<file path="config.mk">
export PLATFORM = sky130hd
export DESIGN_NAME = rx_symbol_ber
export DESIGN_NICKNAME = d
export VERILOG_FILES = /design/src/rtl/rx_ber_pkg.sv /design/src/rtl/rx_decimator_slicer.sv /design/src/rtl/rx_symbol_ber.sv
export SDC_FILE = /design/constraint.sdc
export NUM_CORES = 1
export LEC_CHECK = 0
export ABC_AREA = 1
export CAP_MARGIN = 15
export CORE_MARGIN = 8
export CORE_UTILIZATION = 55
export CTS_CLUSTER_DIAMETER = 150
export DETAILED_ROUTE_END_ITERATION = 8
export GPL_ROUTABILITY_DRIVEN = 0
export PLACE_DENSITY = 0.86
export SYNTH_ARGS = -nofsm -noshare
export SYNTH_HDL_FRONTEND = slang
export SYNTH_HIERARCHICAL = 1
export SYNTH_SLANG_ARGS = --single-unit
</file>
<file path="constraint.sdc">
create_clock -name clock -period 9 [get_ports clock]
set_input_delay 1.8 -clock clock [delete_from_list [all_inputs] [get_ports clock]]
set_output_delay 1.8 -clock clock [all_outputs]
set_load 0.1 [all_outputs]
</file>
<file path="src/rtl/rx_ber_pkg.sv">
// Shared types and width helpers for the BPSK receive/BER monitor.
// Latency: n/a (declarations only).
// Backpressure: n/a (declarations only).
//
// Contents: FSM state encoding, oversampling ratio, and the widths
// derived from the delay range and window length.
package rx_ber_pkg;

    typedef enum logic {
        SEARCH = 1'b0,
        LOCKED = 1'b1
    } state_t;

    // Oversampling ratio of the incoming filtered stream.
    localparam int OS   = 4;
    localparam int PH_W = $clog2(OS);

    // The delay register indexes 0..max_delay-1.
    function automatic int dly_width(input int max_delay);
        return (max_delay > 1) ? $clog2(max_delay) : 1;
    endfunction

    // Window counters must be able to hold the value `window` itself,
    // because the search error count can reach a full window.
    function automatic int win_width(input int window);
        return $clog2(window + 1);
    endfunction

endpackage

</file>
<file path="src/rtl/rx_decimator_slicer.sv">
// Decimate-by-OS at a programmable phase and BPSK sign slicer.
// Latency: o_bit/o_bit_valid one cycle after the strobe cycle.
// Backpressure: none; i_enable=0 holds state and masks o_bit_valid.
//
// Ports: clock, i_reset (sync, active-high), i_enable, i_data (signed
// sample), i_phase (decimation phase) -> strobe and decision (same-cycle,
// for the top's alignment logic), o_bit_valid, o_bit (registered).
module rx_decimator_slicer
    import rx_ber_pkg::*;
#(
    parameter int NB_INPUT = 8
) (
    input  logic                clock,
    input  logic                i_reset,
    input  logic                i_enable,
    input  logic [NB_INPUT-1:0] i_data,
    input  logic [PH_W-1:0]     i_phase,
    output logic                strobe,
    output logic                decision,
    output logic                o_bit_valid,
    output logic                o_bit
);

    logic [PH_W-1:0] phase_cnt;
    logic            valid_q;

    // Only the sign bit matters to the slicer; magnitude bits are dropped.
    logic unused_mag;
    assign unused_mag = ^i_data[NB_INPUT-2:0];

    // A phase change is picked up by this comparison immediately.
    assign strobe   = i_enable && (phase_cnt == i_phase);
    assign decision = i_data[NB_INPUT-1];

    // valid_q follows strobe every cycle, so a pulse pending across a
    // disabled cycle is lost rather than delivered late.
    assign o_bit_valid = valid_q && i_enable;

    always_ff @(posedge clock) begin
        if (i_reset) begin
            phase_cnt <= '0;
            valid_q   <= 1'b0;
            o_bit     <= 1'b0;
        end else begin
            valid_q <= strobe;
            if (i_enable) begin
                phase_cnt <= phase_cnt + PH_W'(1);
            end
            if (strobe) begin
                o_bit <= decision;
            end
        end
    end

endmodule

</file>
<file path="src/rtl/rx_symbol_ber.sv">
// BPSK receive BER monitor: decimate, slice, search reference delay, count errors.
// Latency: o_bit one cycle after strobe; lock/counter state updates on the strobe edge.
// Backpressure: none; i_enable=0 freezes all state.
//
// Ports: clock, i_reset (sync, active-high), i_enable, i_data, i_phase,
// i_ref_bit, [i_clear] -> o_bit_valid, o_bit, o_locked, o_delay,
// o_err_count, o_bit_count.
// Optional: define RX_STATS_CLEAR_EN to add i_clear, which zeroes both
// counters on the next edge without touching lock state or delay.
module rx_symbol_ber
    import rx_ber_pkg::*;
#(
    parameter int NB_INPUT  = 8,
    parameter int MAX_DELAY = 64,
    parameter int WINDOW    = 32,
    parameter int LOSS_THR  = 4,
    parameter int NB_CNT    = 32
) (
    input  logic                         clock,
    input  logic                         i_reset,
    input  logic                         i_enable,
    input  logic [NB_INPUT-1:0]          i_data,
    input  logic [1:0]                   i_phase,
    input  logic                         i_ref_bit,
`ifdef RX_STATS_CLEAR_EN
    input  logic                         i_clear,
`endif
    output logic                         o_bit_valid,
    output logic                         o_bit,
    output logic                         o_locked,
    output logic [$clog2(MAX_DELAY)-1:0] o_delay,
    output logic [NB_CNT-1:0]            o_err_count,
    output logic [NB_CNT-1:0]            o_bit_count
);

    localparam int DLY_W = dly_width(MAX_DELAY);
    localparam int WIN_W = win_width(WINDOW);
    localparam int SR_D  = MAX_DELAY - 1;

    logic strobe;
    logic decision;
    logic ref_tap;
    logic err;

    rx_decimator_slicer #(
        .NB_INPUT (NB_INPUT)
    ) u_dec (
        .clock       (clock),
        .i_reset     (i_reset),
        .i_enable    (i_enable),
        .i_data      (i_data),
        .i_phase     (i_phase),
        .strobe      (strobe),
        .decision    (decision),
        .o_bit_valid (o_bit_valid),
        .o_bit       (o_bit)
    );

    // ---------------- reference history ----------------
    // ref_sr[k] holds the reference bit from k+1 strobes ago; delay 0
    // taps the live input so no register stage is wasted.
    logic [SR_D-1:0] ref_sr;

    always_ff @(posedge clock) begin
        if (i_reset) begin
            ref_sr <= '0;
        end else if (strobe) begin
            ref_sr <= {ref_sr[SR_D-2:0], i_ref_bit};
        end
    end

    state_t            state_q,   state_d;
    logic [DLY_W-1:0]  delay_q,   delay_d;
    logic [WIN_W-1:0]  win_cnt_q, win_cnt_d;
    logic [WIN_W-1:0]  win_err_q, win_err_d;
    logic [NB_CNT-1:0] err_cnt_q, err_cnt_d;
    logic [NB_CNT-1:0] bit_cnt_q, bit_cnt_d;
    logic              win_last;
    logic [WIN_W-1:0]  win_err_sum;

    always_comb begin
        ref_tap = i_ref_bit;
        if (delay_q != '0) begin
            ref_tap = ref_sr[delay_q - DLY_W'(1)];
        end
    end

    assign err         = decision ^ ref_tap;
    assign win_last    = (win_cnt_q == WIN_W'(WINDOW - 1));
    // Window error count including the current strobe.
    assign win_err_sum = win_err_q + WIN_W'(err);

    // ---------------- FSM and counters ----------------
    always_ff @(posedge clock) begin
        if (i_reset) begin
            state_q   <= SEARCH;
            delay_q   <= '0;
            win_cnt_q <= '0;
            win_err_q <= '0;
            err_cnt_q <= '0;
            bit_cnt_q <= '0;
        end else begin
            state_q   <= state_d;
            delay_q   <= delay_d;
            win_cnt_q <= win_cnt_d;
            win_err_q <= win_err_d;
            err_cnt_q <= err_cnt_d;
            bit_cnt_q <= bit_cnt_d;
        end
    end

    always_comb begin
        state_d   = state_q;
        delay_d   = delay_q;
        win_cnt_d = win_cnt_q;
        win_err_d = win_err_q;
        err_cnt_d = err_cnt_q;
        bit_cnt_d = bit_cnt_q;

        if (strobe) begin
            case (state_q)
                SEARCH: begin
                    if (win_last) begin
                        win_cnt_d = '0;
                        win_err_d = '0;
                        if (win_err_sum == '0) begin
                            state_d = LOCKED;
                        end else begin
                            // MAX_DELAY is a power of two: overflow wraps to 0.
                            delay_d = delay_q + DLY_W'(1);
                        end
                    end else begin
                        win_cnt_d = win_cnt_q + WIN_W'(1);
                        win_err_d = win_err_sum;
                    end
                end
                LOCKED: begin
                    if (bit_cnt_q != '1) begin
                        bit_cnt_d = bit_cnt_q + NB_CNT'(1);
                    end
                    if (err && (err_cnt_q != '1)) begin
                        err_cnt_d = err_cnt_q + NB_CNT'(1);
                    end
                    if (win_err_sum >= WIN_W'(LOSS_THR)) begin
                        state_d   = SEARCH;
                        delay_d   = delay_q + DLY_W'(1);
                        win_cnt_d = '0;
                        win_err_d = '0;
                    end else if (win_last) begin
                        win_cnt_d = '0;
                        win_err_d = '0;
                    end else begin
                        win_cnt_d = win_cnt_q + WIN_W'(1);
                        win_err_d = win_err_sum;
                    end
                end
                default: begin
                    state_d = SEARCH;
                end
            endcase
        end

`ifdef RX_STATS_CLEAR_EN
        // Clear wins over a coincident strobe increment.
        if (i_clear) begin
            err_cnt_d = '0;
            bit_cnt_d = '0;
        end
`endif
    end

    assign o_locked    = (state_q == LOCKED);
    assign o_delay     = delay_q;
    assign o_err_count = err_cnt_q;
    assign o_bit_count = bit_cnt_q;

endmodule

</file>
# Word-level counts from Yosys, hierarchy flattened
# Cells that the tools add are included.
# word_totals
regBits,150
elab_cells,53
output_inout_bits,73
# op_classes
n_reduce_logical,8
bitwise,2
muxes,17
magnitude_cmp,2
add_sub_neg,7
n_eq_ne,7
# ops
operator,count
"adder 32 x 1 -> 32 bit, second input constant",2
"!= test 32 bit, second input constant",2
2-to-1 mux 6 bit,7
one-hot mux 6 bit (2 select lines),3
"adder 6 x 1 -> 6 bit, second input constant",2
"less-than comparator 6 x 7 -> 1 bit, second input constant",1
adder 6 x 1 -> 6 bit,1
binary-select mux 1 bit (select 6 bit),1
"== test 6 x 5 -> 1 bit, second input constant",1
"greater-or-equal comparator 6 x 3 -> 1 bit, second input constant",1
logical NOT 6 bit,1
AND reduction 3 bit,2
nonzero test 6 bit,1
"subtractor 6 x 1 -> 6 bit, second input constant",1
2-to-1 mux 1 bit,5
"!= test 2 bit, second input constant",2
AND reduction 4 bit,1
logical AND 1 bit,3
"adder 2 x 1 -> 2 bit, second input constant",1
== test 2 bit,1
"!= test 2 x 1 -> 1 bit, second input constant",1
one-hot mux 1 bit (2 select lines),1
NOT 1 bit,1
bitwise XOR 1 bit,1

# Longest topological paths before layout
# Gate-level depths: netlist of run 1.
# depth
word_depth,10
mapped_depth,32
ltp_nobuf,29

# Hierarchy
# The synthesis of run 1 kept the hierarchy.
# by_module_without_submodules
mod,cells_each,area_per_inst_um2,n_inst,seq_area_each_um2
rx_symbol_ber,1155,7583.5,1,2922.8
rx_decimator_slicer,34,220.2,1,80.1

# Worst setup path after synthesis of run 1
# No wires, ideal clock.
# synth_path
path_kind,flip-flop to flip-flop
from,"register delay_q[0], in the netlist o_delay[0]"
to,"register delay_q[4], in the netlist o_delay[4]"
setup_time_ns,0.125
arrival_time_ns,4.282
path_buffers,4
synth_period_minus_slack_ns,4.406
path_stages_with_launch,32
slack_ns,4.594
path_cell_list,dfxtp_1 > buf_6 > inv_4 > buf_6 > ha_1 > buf_4 > inv_4 > buf_4 > nand3_1 > nand3_1 > nand3_1 > nand3_1 > nand3_1 > nand3_2 > nand3_2 > nand2_1 > inv_1 > ha_1 > ha_1 > nand3_1 > xor2_1 > inv_1 > nand2_1 > nor2_1 > nand2_1 > nand4_1 > nand2_1 > nand2_1 > nor2_1 > nand3_1 > nand2_1 > a21oi_1
# synth_via
elab_chain_cells,9
# synth_lines
item,line,source
start: declaration,rx_symbol_ber.sv:73,"logic [DLY_W-1:0] delay_q, delay_d;"
start signal: assignment,rx_symbol_ber.sv:104,delay_q <= delay_d;
subtractor 6 x 1 -> 6 bit,rx_symbol_ber.sv:84,ref_tap = ref_sr[delay_q - DLY_W'(1)];
binary-select mux 1 bit (select 6 bit),rx_symbol_ber.sv:84,
2-to-1 mux 1 bit (not written as such),rx_symbol_ber.sv:84,
2-to-1 mux 1 bit,rx_symbol_ber.sv:83,if (delay_q != '0) begin
bitwise XOR 1 bit,rx_symbol_ber.sv:88,assign err = decision ^ ref_tap;
adder 6 x 1 -> 6 bit,rx_symbol_ber.sv:91,assign win_err_sum = win_err_q + WIN_W'(err);
greater-or-equal comparator 6 x 3 -> 1 bit / logical NOT 6 bit (equally long branches),"rx_symbol_ber.sv:144, rx_symbol_ber.sv:126",
!= test 2 x 1 -> 1 bit (no source line) / != test 2 bit (equally long branches),n/a,
AND reduction 4 bit (no source line),n/a,
# Several ways; a longest one is shown, not always the timed one. The select of a mux whose other input is x is not followed.
# A chain may end at the register's enable or synchronous reset.

# Worst setup path in the final report of run 1
# layout_path
from,input i_enable
to,output o_bit_valid
# layout_via
elab_chain_cells,1
# layout_lines
item,line,source
start: declaration,rx_symbol_ber.sv:21,"input logic i_enable,"
logical AND 1 bit,rx_decimator_slicer.sv:37,assign o_bit_valid = valid_q && i_enable;
end: declaration,rx_symbol_ber.sv:28,"output logic o_bit_valid,"
# No other way between the ends.

==> out/qor.csv, run 1 <==
stage,metric,value,unit
power_and_ir_drop,power.switching,0.000349,W
timing,fin_crit,5.44,ns
clock_network,postCtsHoldBufs,0,
run_status,status,completed,
min_path,holdPathEnd,win_err_q[4],
critical_path,worstPathArrival,3.64,ns
power_and_ir_drop,seq_power_share,0.479,
final_layout,layout-drive-gt1-share,0.0543,
global_routing,grt_max_degree,104,
min_path,min_path_type,register to register,
power_and_ir_drop,power.internal,0.00112,W
critical_path,worstPathMaxFanout,6,
floorplanning,chipHeight,135,um
final_layout,n_antenna_cell,0,
power_and_ir_drop,design_power_total,0.00147,W
critical_path,max_stage_delay,1.12,ns
synth,ys_seq_area_frac,0.385,
timing,setup_viol,0,
critical_path,path_class,input port to output port,
synth,synthTopCellsByArea,"dfxtp_1, nand2_1, nor2_1",
clock_network,cts.sinks,150,
critical_path,reg2reg_from,o_delay[0],
floorplanning,core,13900,sq um
clock_network,clockBufferDepth,2,
route,drt_iter0_drc,722,
min_path,hold_depth,2,
flow_run,maxCapViolCount,0,
final_layout,layout_commonest_cell,nand2_1,
global_routing,track_usage,0.204,
power_and_ir_drop,power_frac_comb,0.060,
timing,grt_setup_unrepaired,false,
critical_path,slowest_stage,clkdlybuf4s50_1,
clock_network,clk_pin_slew,0.05,ns
synth,syn_area_per_cell,6.56,sq um
floorplanning,ios,87,
synth,yosysTopAreaCell,dfxtp_1,
critical_path,cp.depth,4,
power_and_ir_drop,cellPowerDensity,160,nW/um^2
critical_path,critical_path_buf_inv_count,3,
global_routing,first_global_vias,6813,
route,wl_per_cell,13.3,um
route,wirelength,19000,um
clock_network,clockRootBuffer,clkbuf_16,
timing,worst_pin_slew,1.00,ns
power_and_ir_drop,power_frac_clock,0.461,
global_routing,antenna_found_initial,0,
synth,synth-seq-cells,150,
timing,fin_crit_sh,0.605,
synth,yosysUniqueCellTypes,42,
timing,final_hold_viol_count,0,
min_path,min_from,win_err_q[4],
critical_path,critPathRequiredTime,7.20,ns
timing,fmaxAchievable,184,MHz
floorplanning,core.rowCount,43,
synth,synth.top_cell.area_share,0.385,
timing,maxSlewHeadroom,0.330,
critical_path,ff2ff_path_depth,29,
power_and_ir_drop,switching_share,0.238,
power_and_ir_drop,p_leak,3.70,nW
place,io_buffer_count,79,
clock_network,htreeDepth,4,
clock_network,cts_buffers,17,
synth,synthesis.nets,1211,
clock_network,post_cts_buffers,0,
critical_path,crit_path_cell_trace,clkdlybuf4s50_1 -> nand2_1 -> inv_1 -> clkdlybuf4s50_1,
floorplanning,initial_core_util,0.562,
synth,netlist_area,7800,sq um
final_layout,area_growth,17.3,%
route,drcViolationCount,0,
critical_path,r2r_end,o_delay[4],
global_routing,grt_pass1_wl,31400,um
final_layout,nNetsFinal,1264,
critical_path,critPathTopFamily,buffers and inverters,
route,dr_total_vias,7755,
final_layout,fillCellCount,1170,
floorplanning,dieArea,18300,sq um
route,ant_nets,0,
place,hpwl,12500,um
floorplanning,fp.dieW,135,um
clock_network,cts_tree,done,
power_and_ir_drop,peakVddDrop,0.156,mV
synth,yosysWarnings,6,
critical_path,crit_path_end_kind,output port,
critical_path,critPathLaunchType,input port,
timing,slew_violations,0,
critical_path,cpMostUsedCell,clkdlybuf4s50_1,
clock_network,post_cts_resized,0,
synth,netlist_instances,1189,
timing,fin_skew,0.00590,ns
route,viasPerCell,5.41,
global_routing,grt_remaining_overflow,0,
clock_network,clock_latency,0.42,ns
final_layout,layout_common_cells,"nand2_1, nor2_1, dfxtp_1, inv_1, nand3_1",
timing,fin_tns_setup,0,ns
route,drt_first_pass_iters,5,
critical_path,rrSetupSlack,3.88,ns
==> worst max path at each step <==
stage | endpoint | start | slack (ns)
floorplan | o_delay[4] | o_delay[0] | 4.59
detailed placement | o_bit_count[19] | i_phase[0] | 3.22
finish | o_bit_valid | i_enable | 3.56
global placement | o_bit_count[19] | i_phase[0] | 3.27
CTS | o_bit_valid | i_enable | 3.55
global route | o_bit_count[23] | i_phase[1] | 3.15
==> registers in the layout, indices dropped and copies added (netlist names) <==
| register | count |
|---|---|
| u_dec/o_bit | 1 |
| o_delay | 6 |
| win_cnt_q | 6 |
| u_dec/phase_cnt | 2 |
| o_bit_count | 32 |
| u_dec/valid_q | 1 |
| win_err_q | 6 |
| o_err_count | 32 |
| o_locked | 1 |
| ref_sr | 63 |
==> power by group through the flow <==
stage                     registers [W]  clock network [W]  logic (W)
after floorplan                0.000716                  0  0.0000689
after global placement         0.000717                  0  0.0000844
after detailed placement       0.000717                  0  0.0000872
after CTS                      0.000703           0.000684  0.0000876
after global routing           0.000706           0.000708   0.000100
final                          0.000704           0.000677  0.0000878
==> cell families (layout without fill, tap and decap cells) <==
kind of cell,after synthesis,in the layout,synth area share
and+or+nand+nor,688,688,0.376
buffers and inverters,169,233,0.0919
AOI/OAI and AO/OA,151,151,0.109
DFF,150,150,0.385
xor gates and xnor gates,23,23,0.0258
adders and majority gates,8,8,0.0128
==> cell type report <==
| cell class | count | area, sq um | share of cell area |
|---|---|---|---|
| Timing Repair Buffer | 84 | 828 | 0.0905 |
| Sequential cell | 150 | 3000 | 0.328 |
| Multi-Input combinational cell | 870 | 4080 | 0.446 |
| Inverter | 119 | 452 | 0.0494 |
| Clock buffer | 22 | 484 | 0.0529 |
| Clock inverter | 8 | 75.1 | 0.00820 |
| Tap cell | 180 | 225 | 0.0246 |
==> worst reg2reg max path, delay by kind of cell (launching register included) <==
family          cells  cell delay, ns
fa+ha+maj           3            1.27
xor+xnor            1            0.19
compound gates      1            0.05
simple gates       19            2.21
buf+inv             5            1.00
flops               1            0.31
==> synthesized netlist by cell type (all sizes together) <==
library cell / number
a221oi: 1
nand4: 31
and3: 1
o21ai: 85
or4: 1
xnor2: 4
a32oi: 1
dfxtp: 150
nand3: 96
a311oi: 1
nor2: 245
a211oi: 2
nor3b: 2
nor3: 32
a21oi: 43
o21a: 3
o21bai: 14
inv: 119
nor4: 7
or2: 1
clkbuf: 29
ha: 8
o211ai: 1
buf: 21
nand2: 272
xor2: 19
==> metrics by stage <==
step | util | hold slack, ns | setup slack, ns | area [sq um] | instances
final | 0.659 | 0.471 | 3.56 | 9150 | 1433
after global routing | 0.659 | 0.487 | 3.15 | 9150 | 1433
after CTS | 0.659 | 0.470 | 3.55 | 9150 | 1433
after detailed placement | 0.619 | 0.463 | 3.22 | 8590 | 1403
after global placement | 0.619 | 0.453 | 3.27 | 8590 | 1403
after floorplan | - | 0.444 | 4.59 | 7800 | 1189
==> layer usage <==
metal / global-route usage / share of wire
met5: 0 / 0
met1: 0.255 / 0.44
met3: 0.0438 / 0.062
met2: 0.342 / 0.49
met4: 0.0654 / 0.013
Power figures use the tool's default switching activity.
==> inputs of run 2 (changes only) <==
Clock period 9 ns to 5.45 ns, I/O delays scaled along.
==> run 2 against run 1 <==
Wire length increased by 0.88%. Non-clock buffer count grew 1. Total power increased by 58%. Sequential power increased by 65%. Via count about the same. Register-to-register slack worse by 3.0 ns. Sequential cell count did not move. Clock power up 51%. Die area is the same. Worst hold slack better by 0.0059 ns. Design area shrank 0.45%. Critical path type is now register to register.
==> out/qor.csv, run 2 (same netlist as run 1, synthesis figures left out) <==
stage,metric,value,unit
place,hpwl,12700,um
route,wirelength,19200,um
global_routing,antenna_found_initial,0,
timing,maxSlewHeadroom,0.326,
clock_network,clockRootBuffer,clkbuf_16,
global_routing,grt_max_degree,76,
critical_path,critPathRequiredTime,5.76,ns
power_and_ir_drop,power.internal,0.00177,W
critical_path,critPathLaunchType,register,
critical_path,path_class,register to register,
floorplanning,core.rowCount,43,
final_layout,fillCellCount,1227,
final_layout,final-seq-area,3000,sq um
timing,fmaxAchievable,220,MHz
final_layout,layout_commonest_cell,nand2_1,
place,io_buffer_count,79,
timing,setup_viol,0,
clock_network,clk_pin_slew,0.06,ns
power_and_ir_drop,switching_share,0.239,
floorplanning,dieArea,18300,sq um
timing,fin_tns_setup,0,ns
power_and_ir_drop,power_frac_comb,0.063,
power_and_ir_drop,power_frac_clock,0.437,
final_layout,largest-register,ref_sr,
clock_network,post_cts_resized,0,
route,drt_first_pass_iters,6,
floorplanning,chipHeight,135,um
final_layout,nNetsFinal,1265,
final_layout,n_antenna_cell,0,
timing,setup_slack,0.911,ns
flow_run,maxCapViolCount,0,
clock_network,cts.sinks,150,
global_routing,grt_remaining_overflow,0,
global_routing,first_global_vias,7068,
floorplanning,core,13900,sq um
final_layout,area_growth,16.7,%
timing,fin_crit,4.54,ns
place,place_inst,1403,
power_and_ir_drop,p_leak,3.69,nW
critical_path,crit_path_end_kind,register,
final_layout,largest_register_ffs,63,
power_and_ir_drop,peakVddDrop,0.227,mV
global_routing,grt_pass1_wl,32000,um
global_routing,track_usage,0.208,
power_and_ir_drop,cellPowerDensity,255,nW/um^2
clock_network,clock_latency,0.42,ns
min_path,min_path_type,register to register,
clock_network,post_cts_buffers,0,
place,pre_cts_slack,0.965,ns
timing,grt_setup_unrepaired,false,
timing,final_hold_viol_count,0,
route,wl_per_cell,13.4,um
floorplanning,ios,87,
clock_network,htreeDepth,4,
critical_path,worstPathMaxFanout,38,
floorplanning,initial_core_util,0.562,
final_layout,fin_cells,1436,
clock_network,cts_tree,done,
timing,fin_skew,0.00690,ns
route,drt_iter0_drc,792,
critical_path,worstPathArrival,4.85,ns
timing,worst_pin_slew,1.01,ns
timing,fin_crit_sh,0.833,
final_layout,multi_input_area,4080,sq um
clock_network,clockBufferDepth,2,
route,drcViolationCount,0,
route,ant_nets,0,
run_status,status,completed,
timing,slew_violations,0,
floorplanning,fp.dieW,135,um
clock_network,cts_buffers,17,
power_and_ir_drop,power.switching,0.000556,W
clock_network,postCtsHoldBufs,0,
critical_path,slowest_stage,ha_1,
final_layout,layout_common_cells,"nand2_1, nor2_1, dfxtp_1, inv_1, nand3_1",
critical_path,max_stage_delay,0.80,ns
power_and_ir_drop,seq_power_share,0.500,
route,dr_total_vias,7759,
final_layout,layout-drive-gt1-share,0.0502,
route,viasPerCell,5.40,
==> run 2: changes by cell type in the layout (fill, tap and decap cells not counted), sizes merged <==
cell,before,now
clkbuf,22,27
clkinvlp,4,0
bufinv,1,0
buf,5,6
clkinv,3,5
==> run 2: worst paths after layout <==
| path | from | endpoint | slack [ns] | cells past startpoint |
|---|---|---|---|---|
| max | o_delay[0] | o_delay[4] | 0.91 | 28 |
| min | u_dec/phase_cnt[1] | u_dec/phase_cnt[1] | 0.48 | 2 |
| max reg2reg | o_delay[0] | o_delay[4] | 0.91 | 28 |
| min reg2reg | u_dec/phase_cnt[1] | u_dec/phase_cnt[1] | 0.48 | 2 |
==> run 2: layout make-up <==
class	instances	area share
flip-flops and latches	150	0.330
well taps	180	0.0247
inverters	119	0.0496
clock inverters	5	0.00275
repair buffers	85	0.0931
clock buffers	27	0.0519
multi-input cells	870	0.448
==> run 2: layer usage <==
layer / global-route usage / vias up / wire length [um]
li1: - / 3930 / -
met1: 0.248 / 3585 / 8430
met2: 0.363 / 218 / 9440
met3: 0.0487 / 26 / 1110
met4: 0.0629 / 0 / 230
met5: 0 / - / 0
==> run 2: critical path, delay by kind of cell (launching register included) <==
family	cells	cell delay, ns
AND/OR/NAND/NOR	19	2.10
adder cells (fa/ha/maj)	3	1.19
buffers and inverters	4	0.51
flip-flops	1	0.37
XOR/XNOR	1	0.21
AO/OA/AOI/OAI	1	0.04
==> run 2: per-stage QoR <==
step	hold slack [ns]	total power, W	util	area (sq um)
global placement	0.453	0.00132	0.619	8590
global route	0.503	0.00242	0.656	9110
floorplan	0.444	0.00130	-	7800
detailed placement	0.468	0.00133	0.619	8590
finish	0.477	0.00233	0.656	9110
CTS	0.476	0.00234	0.655	9090
==> run 2: power groups by stage <==
| stage | Clock, W | Combinational, W | Sequential (W) |
|---|---|---|---|
| finish | 0.00102 | 0.000147 | 0.00116 |
| global route | 0.00108 | 0.000167 | 0.00117 |
| CTS | 0.00103 | 0.000145 | 0.00116 |
| detailed placement | 0 | 0.000144 | 0.00119 |
| global placement | 0 | 0.000140 | 0.00118 |
| floorplan | 0 | 0.000114 | 0.00118 |
